File: config.mk
export PLATFORM = sky130hd
export DESIGN_NAME = gpio_ahb_slave_if
export DESIGN_NICKNAME = d
export VERILOG_FILES = /design/src/rtl/gpio_ahb_slave_if.sv
export SDC_FILE = /design/constraint.sdc
export NUM_CORES = 1
export LEC_CHECK = 0
export BUFFER_PORTS_ARGS = -buffer_cell sky130_fd_sc_hd__buf_2
export CAP_MARGIN = 40
export CORE_MARGIN = 10
export CORE_UTILIZATION = 43
export DETAILED_ROUTE_END_ITERATION = 8
export GPL_TIMING_DRIVEN = 0
export PLACE_DENSITY = 0.86
export REMOVE_ABC_BUFFERS = 1
export SYNTH_ARGS = -nofsm -noshare
export SYNTH_HDL_FRONTEND = slang
export SYNTH_SLANG_ARGS = --single-unit
export TNS_END_PERCENT = 20
File: constraint.sdc
create_clock -name clk -period 2.8 [get_ports clk]
set_input_delay 0.14 -clock clk [delete_from_list [all_inputs] [get_ports clk]]
set_output_delay 0.14 -clock clk [all_outputs]
set_load 0.005 [all_outputs]
File: src/rtl/gpio_ahb_slave_if.sv
// AHB-Lite slave front end for the GPIO register block.
// Converts pipelined AHB address/data phases into single-cycle GPIO strobes,
// registers read data, and maps GPIO done/check flags onto HREADYOUT/HRESP.
// Adds local size/alignment checks and a wait-state timeout.
module gpio_ahb_slave_if #(
  parameter int ADDR_LSB = 2,
  parameter int TIMEOUT  = 16
) (
  input  logic        clk,
  input  logic        rst_n,
  input  logic        HSEL,
  input  logic [31:0] HADDR,
  input  logic [1:0]  HTRANS,
  input  logic        HWRITE,
  input  logic [2:0]  HSIZE,
  input  logic        HREADY,
  input  logic [31:0] HWDATA,
  output logic [31:0] HRDATA,
  output logic        HREADYOUT,
  output logic        HRESP,
  output logic        en,
  output logic        we,
  output logic        re,
  output logic [2:0]  Addr,
  output logic [1:0]  size,
  output logic [31:0] wd_data,
  input  logic [31:0] rd_data,
  input  logic        done,
  input  logic        check
);

  localparam int CW = (TIMEOUT > 1) ? $clog2(TIMEOUT) : 1;
  localparam logic [CW-1:0] CNT_LAST = CW'(TIMEOUT - 1);

  typedef enum logic [2:0] {
    ST_IDLE   = 3'd0,
    ST_ACCESS = 3'd1,
    ST_CHECK  = 3'd2,
    ST_ERR1   = 3'd3,
    ST_ERR2   = 3'd4
  } state_e;

  state_e         state_q;
  logic [CW-1:0]  cnt_q;
  logic           check_base_q;
  logic [31:0]    hrdata_q;
  logic           en_q;
  logic           we_q;
  logic           re_q;
  logic [2:0]     addr_q;
  logic [1:0]     size_q;

  logic           perr_s;
  logic           hreadyout_s;
  logic           hresp_s;
  logic           valid_s;
  logic           illegal_s;
  logic           unused_s;

  // Size above word, or a halfword/word not aligned to its own size, is rejected locally.
  function automatic logic is_illegal(input logic [2:0] sz, input logic [1:0] a);
    logic bad;
    bad = 1'b0;
    case (sz)
      3'b000:  bad = 1'b0;
      3'b001:  bad = a[0];
      3'b010:  bad = (a != 2'b00);
      default: bad = 1'b1;
    endcase
    return bad;
  endfunction

  // Bus response decoded from state; CHECK depends on the live sticky check flag,
  // which only becomes valid after the GPIO has completed the access.
  always_comb begin
    perr_s      = check & ~check_base_q;
    hreadyout_s = 1'b1;
    hresp_s     = 1'b0;
    case (state_q)
      ST_IDLE: begin
        hreadyout_s = 1'b1;
        hresp_s     = 1'b0;
      end
      ST_ACCESS: begin
        hreadyout_s = 1'b0;
        hresp_s     = 1'b0;
      end
      ST_CHECK: begin
        hreadyout_s = ~perr_s;
        hresp_s     = perr_s;
      end
      ST_ERR1: begin
        hreadyout_s = 1'b0;
        hresp_s     = 1'b1;
      end
      ST_ERR2: begin
        hreadyout_s = 1'b1;
        hresp_s     = 1'b1;
      end
      default: begin
        hreadyout_s = 1'b1;
        hresp_s     = 1'b0;
      end
    endcase
  end

  assign valid_s   = HSEL & HREADY & HTRANS[1] & hreadyout_s;
  assign illegal_s = is_illegal(HSIZE, HADDR[1:0]);

  // Protocol FSM with registered GPIO strobes, read data and wait counter.
  always_ff @(posedge clk or negedge rst_n) begin
    if (!rst_n) begin
      state_q      <= ST_IDLE;
      cnt_q        <= '0;
      check_base_q <= 1'b0;
      hrdata_q     <= 32'd0;
      en_q         <= 1'b0;
      we_q         <= 1'b0;
      re_q         <= 1'b0;
      addr_q       <= 3'd0;
      size_q       <= 2'd0;
    end else begin
      case (state_q)
        ST_ACCESS: begin
          if (done) begin
            if (re_q) begin
              hrdata_q <= rd_data;
            end else begin
              hrdata_q <= hrdata_q;
            end
            en_q    <= 1'b0;
            we_q    <= 1'b0;
            re_q    <= 1'b0;
            addr_q  <= 3'd0;
            size_q  <= 2'd0;
            state_q <= ST_CHECK;
          end else if (cnt_q == CNT_LAST) begin
            en_q    <= 1'b0;
            we_q    <= 1'b0;
            re_q    <= 1'b0;
            addr_q  <= 3'd0;
            size_q  <= 2'd0;
            state_q <= ST_ERR1;
          end else begin
            cnt_q <= cnt_q + CW'(1);
          end
        end
        ST_ERR1: begin
          state_q <= ST_ERR2;
        end
        ST_IDLE, ST_CHECK, ST_ERR2: begin
          if (valid_s) begin
            check_base_q <= check;
            if (illegal_s) begin
              state_q <= ST_ERR1;
            end else begin
              state_q <= ST_ACCESS;
              cnt_q   <= '0;
              en_q    <= 1'b1;
              we_q    <= HWRITE;
              re_q    <= ~HWRITE;
              addr_q  <= HADDR[ADDR_LSB+2:ADDR_LSB];
              size_q  <= HSIZE[1:0];
            end
          end else if (hreadyout_s) begin
            state_q <= ST_IDLE;
          end else begin
            // CHECK with a peripheral error continues into the second ERROR cycle
            state_q <= ST_ERR2;
          end
        end
        default: begin
          state_q <= ST_IDLE;
        end
      endcase
    end
  end

  assign HRDATA    = hrdata_q;
  assign HREADYOUT = hreadyout_s;
  assign HRESP     = hresp_s;
  assign en        = en_q;
  assign we        = we_q;
  assign re        = re_q;
  assign Addr      = addr_q;
  assign size      = size_q;
  // Write data is only exposed to the GPIO while the access strobe is up.
  assign wd_data   = en_q ? HWDATA : 32'd0;

  assign unused_s  = ^{HADDR, HTRANS[0]};

endmodule

### Yosys cells after proc, flatten, opt, wreduce, memory -nomap -nowiden

Index checks and enable logic that the tools add are counted.

* reduce and logical (&&, ||, !) cells: 11
* mux-type cells: 36
* equality and inequality tests: 12
* $add $sub $neg: 1
* bitwise logic cells: 7

Operators by type and width (count)
* 32-bit two-way mux: 1
* 3-bit two-way mux: 8
* 4-bit two-way mux: 4
* 2-bit two-way mux: 5
* 1-bit one-hot mux with 2 select lines: 5
* 3-bit by 2-bit equality test with 1-bit output, second input constant: 3
* 3-bit one-hot mux with 3 select lines: 1
* 1-bit two-way mux: 8
* 2-bit != test, second input constant: 4
* 4-bit one-hot mux with 2 select lines: 1
* 3-bit by 1-bit equality test with 1-bit output, second input constant: 2
* 3-bit zero test: 2
* 3-bit one-hot mux with 2 select lines: 1
* 5-bit AND reduction: 1
* 4-bit by 1-bit adder with 4-bit output, second input constant: 1
* 1-bit AND: 4
* 4-bit equality test, second input constant: 1
* 2-bit one-hot mux with 2 select lines: 1
* 4-bit AND reduction: 1
* 2-bit nonzero test: 2
* 2-bit OR reduction: 2
* 3-bit equality test, second input constant: 1
* 3-bit != test, second input constant: 1
* 1-bit inverter: 3
* 4 further kinds: 4

* output and inout bits: 74
* bits in registers: 48

### Longest topological paths before layout

Gate-level depths: netlist of the first run.

* depth after elaboration: 7
* mapped depth: 6

### Worst setup path before layout of the first run

No wires, ideal clock.

* path kind: register to register
* start: register state_q[0]
* end: register cnt_q[1]
* path slack: 1.124 ns
* arrival time: 1.548 ns
* period minus slack after synthesis: 1.676 ns
* required time: 2.672 ns
* cell stages (with the launch flop): 5
* cells stage by stage: dfrtp_1 > nand4b_1 > or3b_1 > a21oi_2 > mux2_1

* cells in the longest elaborated chain, start to end: 6

RTL lines
* start: declaration: line 43 `state_e state_q;`
* start signal: assignment: line 113 `state_q <= ST_IDLE;`
* start signal: assignment: line 136 `state_q <= ST_CHECK;`
* start signal: assignment: line 143 `state_q <= ST_ERR1;`
* 3-bit by 2-bit equality test with 1-bit output or 3-bit by 1-bit equality test with 1-bit output (tied branches): line 79, 123
* 2-bit OR reduction (no line)
* 1-bit one-hot mux with 2 select lines: line 79 `case (state_q)`
* 1-bit AND: line 107 `assign valid_s = HSEL & HREADY & HTRANS[1] & hreadyout_s;`
* 2-bit != test (no line)
* 5-bit AND reduction (no line)
* end signal: assignment: line 145 `cnt_q <= cnt_q + CW'(1);`
* end: declaration: line 44 `logic [CW-1:0] cnt_q;`

Parallel ways exist; a longest one is shown, timed or not.
A chain may end at the register's enable or synchronous reset.

### Final worst setup path of the first run

* start: register state_q[2]
* end: register size_q[0], in the netlist size[0]

* cells in the longest elaborated chain, start to end: 6

RTL lines
* 3-bit by 2-bit equality test with 1-bit output or 3-bit by 1-bit equality test with 1-bit output (tied branches): line 79, 123
* 2-bit OR reduction (no line)
* 1-bit one-hot mux with 2 select lines: line 79
* 1-bit AND: line 107
* 2-bit != test (no line)
* 4-bit AND reduction (no line)
* end signal: assignment: line 163 `size_q <= HSIZE[1:0];`
* end: declaration: line 51 `logic [1:0] size_q;`

Parallel ways exist; a longest one is shown, timed or not.

==> impl_metrics.env, run 1 <==
export IMPL_run_status="completed"
export IMPL_yosys_cell_types_count=39
export IMPL_synth_top_family_by_area="multiplexers"
export IMPL_grtUsageTotal=0.1523
export IMPL_hold_end="re"
export IMPL_cts_sinks=48
export IMPL_routed_wl_mm=6.959
export IMPL_start_util=0.4487
export IMPL_fillers=411
export IMPL_setup_worst_path_end_class="flip-flop"
export IMPL_crit_type="reg2reg"
export IMPL_synth_largest_area_cell="dfrtp_1"
export IMPL_route_detailed_drc=0
export IMPL_synth_top_area_frac=0.5175
export IMPL_area_delta_synth_final_pct=40.43
export IMPL_muxShareOfSynthArea=0.2178
export IMPL_synth_simple_gate_area_share=0.1677
export IMPL_synth_edf_count=0
export IMPL_port_buffers=153
export IMPL_clock_latency_ns=0.30
export IMPL_syn_area_mm2=0.002321
export IMPL_grt_ovfl_total=0
export IMPL_die_w_um=93.47
export IMPL_cts_hold_buf=1
export IMPL_io_pins=182
export IMPL_tritoncts="yes"
export IMPL_power_density_mw_per_mm2=648.1
export IMPL_dr_first_iter_drc_count=52
export IMPL_cts_root_buf="clkbuf_8"
export IMPL_grt_pass1_vias=2024
export IMPL_die_area_mm2=0.008737
export IMPL_ant_nets=0
export IMPL_synth_compound_area_frac=0.07062
export IMPL_reg2reg_depth=4
export IMPL_postCtsSetupBuffers=0
export IMPL_cts_path_max_buffers=2
export IMPL_slew_headroom=0.5674
export IMPL_async_reset_ff_frac=1.000
export IMPL_r2r_start="state_q[2]"
export IMPL_gp_congestion=0.8550
export IMPL_r2r_setup_slack_ns=0.92
export IMPL_r2r_end="size[0]"
export IMPL_vias_per_cell=4.721
export IMPL_synth_warning_count=0
export IMPL_post_drt_wl_per_cell_um=17.35
export IMPL_synth_area_leaders="dfrtp_1, mux2_4, and2_1"
export IMPL_worst_hold_path_type="in2reg"
export IMPL_rsz0062_at_grt="no"
export IMPL_hpwl_mm=5.773
export IMPL_grt_first_pass_wirelength_mm=10.78
export IMPL_synth_top_flop_cell="dfrtp_1"
export IMPL_hold_path_startpoint="HWRITE"
export IMPL_final_hold_violation_count=0
export IMPL_setup_viol=0
export IMPL_core_mm2=0.005172
export IMPL_p_leak_uw=0.001968
export IMPL_htree_num_levels=2
export IMPL_crit_fanout=8
export IMPL_start_kind="flip-flop"
export IMPL_final_cell_mix="buf_2, dfrtp_1, and2_1"
export IMPL_yosysSeqAreaShare=0.5175
export IMPL_max_cap_violations=0
export IMPL_grt_max_degree=35
export IMPL_placementRows=26
export IMPL_firstDrtPassIters=4
export IMPL_antenna_found_initial=0
export IMPL_clk_pin_slew_ns=0.09
export IMPL_yosys_area_share_adder=0.005391
export IMPL_clock_fmax_mhz=531.5
export IMPL_vias=1893
export IMPL_ctsResizeCount=0
export IMPL_fin_crit_sh=0.6719
export IMPL_fin_skew_ns=0.009660
export IMPL_worst_ep_required_time_ns=2.98
export IMPL_tightest_slew_ns=0.6490
export IMPL_ys_ff_latch=48
export IMPL_cp_arrival_ns=2.06
export IMPL_layout_commonest_cell="buf_2"
export IMPL_slew_violations=0
export IMPL_design_area_mm2=0.003259
export IMPL_insertedDiodeCount=0
export IMPL_period_needed_ns=1.881
export IMPL_cts_buffers=5
export IMPL_die_h_um=93.47
export IMPL_avgSynthCellArea_um2=13.34
export IMPL_tns_ns=0
export IMPL_nNetsFinal=439
export IMPL_ir_drop_mv=0.3770
export IMPL_synth_xor_area_frac=0
export IMPL_drive_above_1_share=0.6133
export IMPL_synth_cells=174
export IMPL_hold_path_cell_count=2
export IMPL_postPlaceCellArea_mm2=0.003149
[per-layer routing]
layer / up-vias / share of wire / GRT usage
met5: - / 0 / 0
met4: 0 / 0.0022 / 0.02699
met3: 2 / 0.14 / 0.08953
met2: 124 / 0.43 / 0.2390
met1: 855 / 0.43 / 0.1775
li1: 912 / - / -
[cells in the mapped netlist (2+ instances only)]
| cell | n |
|---|---|
| dfrtp_1 | 48 |
| and2_1 | 32 |
| mux2_4 | 30 |
| a22o_1 | 6 |
| nand2_1 | 5 |
| o21ai_0 | 5 |
| nor2_1 | 4 |
| a21oi_1 | 3 |
| buf_6 | 3 |
| clkbuf_1 | 3 |
| mux2_2 | 3 |
| nand3_1 | 2 |
| nor2b_1 | 2 |
| nor3_1 | 2 |
| or2_1 | 2 |
[metrics by stage]
stage / hold WS (ns) / setup slack, ns / instances / power, µW / utilization
floorplan: -0.1556 / 1.124 / 168 / 1330 / -
finish: 0.04577 / 0.9187 / 401 / 2112 / 0.6301
detailed placement: 0.1396 / 0.9154 / 392 / 1693 / 0.6089
CTS: 0.04594 / 0.8926 / 401 / 2146 / 0.6301
global placement: 0.3620 / 0.9189 / 391 / 1664 / 0.6050
global route: 0.03777 / 0.7539 / 401 / 2259 / 0.6301
[state kept, by name, indices dropped and copies added, names as in the netlist]
register	count
re	1
check_base_q	1
Addr	3
HRDATA	32
en	1
we	1
state_q	3
size	2
cnt_q	4
[how the worst max path moves through the flow]
stage,start,end,slack [ns]
floorplan,state_q[0],cnt_q[1],1.12
global placement,state_q[0],size[1],0.92
detailed placement,state_q[2],Addr[1],0.92
CTS,state_q[2],Addr[1],0.89
global route,state_q[2],Addr[2],0.75
finish,state_q[2],size[0],0.92
[worst max-delay path, stage by stage, from the launching register on]
cell and delay, ns:
dfrtp_1 0.48, o21ai_0 0.26, nor3b_2 0.57, o21ai_2 0.23, a22o_1 0.23
[where the power goes]
part,leakage [µW],internal (µW),switching [µW]
registers,0.000647,860,141
clock network,0.0000522,207,237
logic,0.00127,419,249
[cells by family (layout without fill, tap and decap cells)]
family                   after synthesis  in the layout
AND/OR/NAND/NOR                       60             60
flip-flops                            48             48
multiplexers                          35             35
AO/OA/AOI/OAI                         23             23
buffers and inverters                  7            164
adder cells (fa/ha/maj)                1              1
[final cells by class]
cell class	count	area, µm²	share of cell area
clock buffer	6	82.58	0.02534
clock inverter	2	17.52	0.005374
inverter	1	3.754	0.001152
multi-input combinational	119	1071	0.3286
sequential	48	1201	0.3685
tap	70	87.58	0.02687
timing repair buffer	155	795.8	0.2441
Note: power is estimated with default switching activity, not from simulation.
==> inputs of run 2 (changes only) <==
--- a/config.mk
+++ b/config.mk
@@ -8,10 +8,10 @@
 export BUFFER_PORTS_ARGS = -buffer_cell sky130_fd_sc_hd__buf_2
 export CAP_MARGIN = 40
 export CORE_MARGIN = 10
-export CORE_UTILIZATION = 43
+export CORE_UTILIZATION = 40
 export DETAILED_ROUTE_END_ITERATION = 8
 export GPL_TIMING_DRIVEN = 0
-export PLACE_DENSITY = 0.86
+export PLACE_DENSITY = 0.81
 export REMOVE_ABC_BUFFERS = 1
 export SYNTH_ARGS = -nofsm -noshare
 export SYNTH_HDL_FRONTEND = slang
==> constraint.sdc (replaced) <==
create_clock -name clk -period 1.9 [get_ports clk]
set_input_delay 0.095 -clock clk [delete_from_list [all_inputs] [get_ports clk]]
set_output_delay 0.095 -clock clk [all_outputs]
set_load 0.005 [all_outputs]
==> run 2 against run 1 <==
Compared with the run above:
- register-to-register slack got worse by 0.81 ns
- sequential share of layout area decreased by 0.59 points
- routed wire length decreased by 4.9%
- utilization decreased by 3.5 points
- sequential power increased by 48%
- clock power increased by 73%
- first-iteration DRC count decreased by 1.9%
- final cell count increased by 1.0%
- clock-buffer cell count unchanged
- via count increased by 0.95%
- hold slack got worse by 0.023 ns
- critical path depth unchanged
- largest power group unchanged
==> impl_metrics.env, run 2 (same netlist as run 1, synthesis figures left out) <==
export IMPL_period_needed_ns=1.796
export IMPL_post_drt_wl_per_cell_um=16.34
export IMPL_largest_reg_flops=32
export IMPL_vias_per_cell=4.719
export IMPL_worst_hold_path_type="in2reg"
export IMPL_grt_ovfl_total=0
export IMPL_pwr_share_comb=0.307
export IMPL_cts_root_buf="clkbuf_8"
export IMPL_fillers=454
export IMPL_cts_buffers=5
export IMPL_io_pins=182
export IMPL_fin_crit_sh=0.9451
export IMPL_r2r_end="cnt_q[1]"
export IMPL_rsz0062_at_grt="yes"
export IMPL_drive_above_1_share=0.6156
export IMPL_hold_end="HRDATA[26]"
export IMPL_clk_pin_slew_ns=0.09
export IMPL_dr_first_iter_drc_count=51
export IMPL_finalNonFillerCells=405
export IMPL_nNetsFinal=441
export IMPL_postCtsSetupBuffers=0
export IMPL_setup_worst_path_end_class="flip-flop"
export IMPL_die_area_mm2=0.009250
export IMPL_route_detailed_drc=0
export IMPL_htree_num_levels=2
export IMPL_die_w_um=96.18
export IMPL_slew_violations=0
export IMPL_cts_sinks=48
export IMPL_start_kind="flip-flop"
export IMPL_grtUsageTotal=0.1338
export IMPL_core_mm2=0.005574
export IMPL_sw_frac_of_total=0.2830
export IMPL_cp_arrival_ns=1.98
export IMPL_layout_commonest_cell="buf_2"
export IMPL_tritoncts="yes"
export IMPL_insertedDiodeCount=0
export IMPL_placementRows=27
export IMPL_fin_skew_ns=0.003810
export IMPL_r2r_start="state_q[0]"
export IMPL_design_area_mm2=0.003316
export IMPL_p_sw_uw=916.2
export IMPL_slew_headroom=0.5764
export IMPL_p_leak_uw=0.001970
export IMPL_reg2reg_depth=4
export IMPL_grt_first_pass_wirelength_mm=9.867
export IMPL_port_buffers=153
export IMPL_hpwl_mm=5.290
export IMPL_hold_path_startpoint="rd_data[26]"
export IMPL_die_h_um=96.18
export IMPL_worst_ep_required_time_ns=2.09
export IMPL_grt_max_degree=39
export IMPL_setup_viol=0
export IMPL_ir_drop_mv=0.6974
export IMPL_max_cap_violations=0
export IMPL_cts_path_max_buffers=2
export IMPL_tightest_slew_ns=0.6354
export IMPL_ant_nets=0
export IMPL_final_cell_mix="buf_2, dfrtp_1, and2_1"
export IMPL_postPlaceCellArea_mm2=0.003152
export IMPL_clock_fmax_mhz=556.9
export IMPL_dp_cells=394
export IMPL_vias=1911
export IMPL_r2r_setup_slack_ns=0.10
export IMPL_crit_type="reg2reg"
export IMPL_antenna_found_initial=0
export IMPL_final_hold_violation_count=0
export IMPL_gp_congestion=0.8357
export IMPL_firstDrtPassIters=4
export IMPL_crit_fanout=7
export IMPL_grt_pass1_vias=2053
export IMPL_area_delta_synth_final_pct=42.86
export IMPL_seqPwrFrac=0.456
export IMPL_power_density_mw_per_mm2=976.4
export IMPL_p_int_uw=2321
export IMPL_pwr_share_clk=0.237
export IMPL_hold_path_cell_count=2
export IMPL_start_util=0.4164
export IMPL_run_status="completed"
export IMPL_clock_latency_ns=0.30
export IMPL_routed_wl_mm=6.617
==> run 2: worst max-delay path by stage <==
| stage | from | end | slack (ns) | depth (start not counted) |
|---|---|---|---|---|
| 5_1_grt | state_q[0] | Addr[2] | -0.02 | 4 |
| 3_5_place_dp | state_q[2] | cnt_q[1] | 0.01 | 4 |
| 4_1_cts | state_q[0] | cnt_q[1] | 0.03 | 4 |
| 3_3_place_gp | state_q[2] | HRDATA[18] | 0.07 | 4 |
| 2_1_floorplan | state_q[0] | cnt_q[1] | 0.22 | 4 |
| 6_report | state_q[0] | cnt_q[1] | 0.10 | 4 |
==> run 2: final cells by class <==
class | count | area (µm²) | area share
Timing Repair Buffer | 157 | 815.8 | 0.2460
Sequential cell | 48 | 1202 | 0.3626
Clock buffer | 6 | 82.58 | 0.02491
Inverter | 1 | 3.754 | 0.001132
Clock inverter | 2 | 38.79 | 0.01170
Tap cell | 72 | 90.09 | 0.02717
Multi-Input combinational cell | 119 | 1082 | 0.3264
==> run 2: layer usage <==
metal,vias up,routed length [µm],GRT usage
met2,123,2788,0.2040
li1,922,-,-
met1,862,2526,0.1547
met3,4,1254,0.07782
met4,0,47,0.04300
met5,-,0,0
==> run 2: timing repair <==
action,in CTS,in global routing
hold endpoints to repair,50,0
gates resized for setup,2,2
hold buffers,3,0
endpoints found under the setup margin,3,8
cloned,0,0
==> run 2: power groups by stage <==
stage / Clock, µW / Combinational (µW) / Sequential (µW)
final: 769 / 994 / 1480
after global routing: 839 / 1090 / 1520
after CTS: 795 / 1020 / 1480
after detailed placement: 0 / 1010 / 1480
after global placement: 0 / 972 / 1470
after floorplan: 0 / 485 / 1470
==> run 2: stage by stage <==
stage	setup TNS (ns)	power, µW	worst slack (ns)	utilization	hold slack [ns]
6_report	0	3237	0.1044	0.5948	0.02233
3_3_place_gp	0	2443	0.07426	0.5618	0.2782
5_1_grt	-0.04339	3450	-0.02268	0.5948	0.001669
3_5_place_dp	0	2491	0.01257	0.5654	-0.005792
4_1_cts	0	3289	0.03176	0.5942	0.01127
2_1_floorplan	0	1960	0.2243	-	-0.2006
==> run 2: worst max-delay path, stage by stage (launching register included) <==
cell	delay, ns
dfrtp_2	0.45
nand4b_1	0.26
or3b_4	0.48
a21oi_2	0.16
mux2_1	0.34
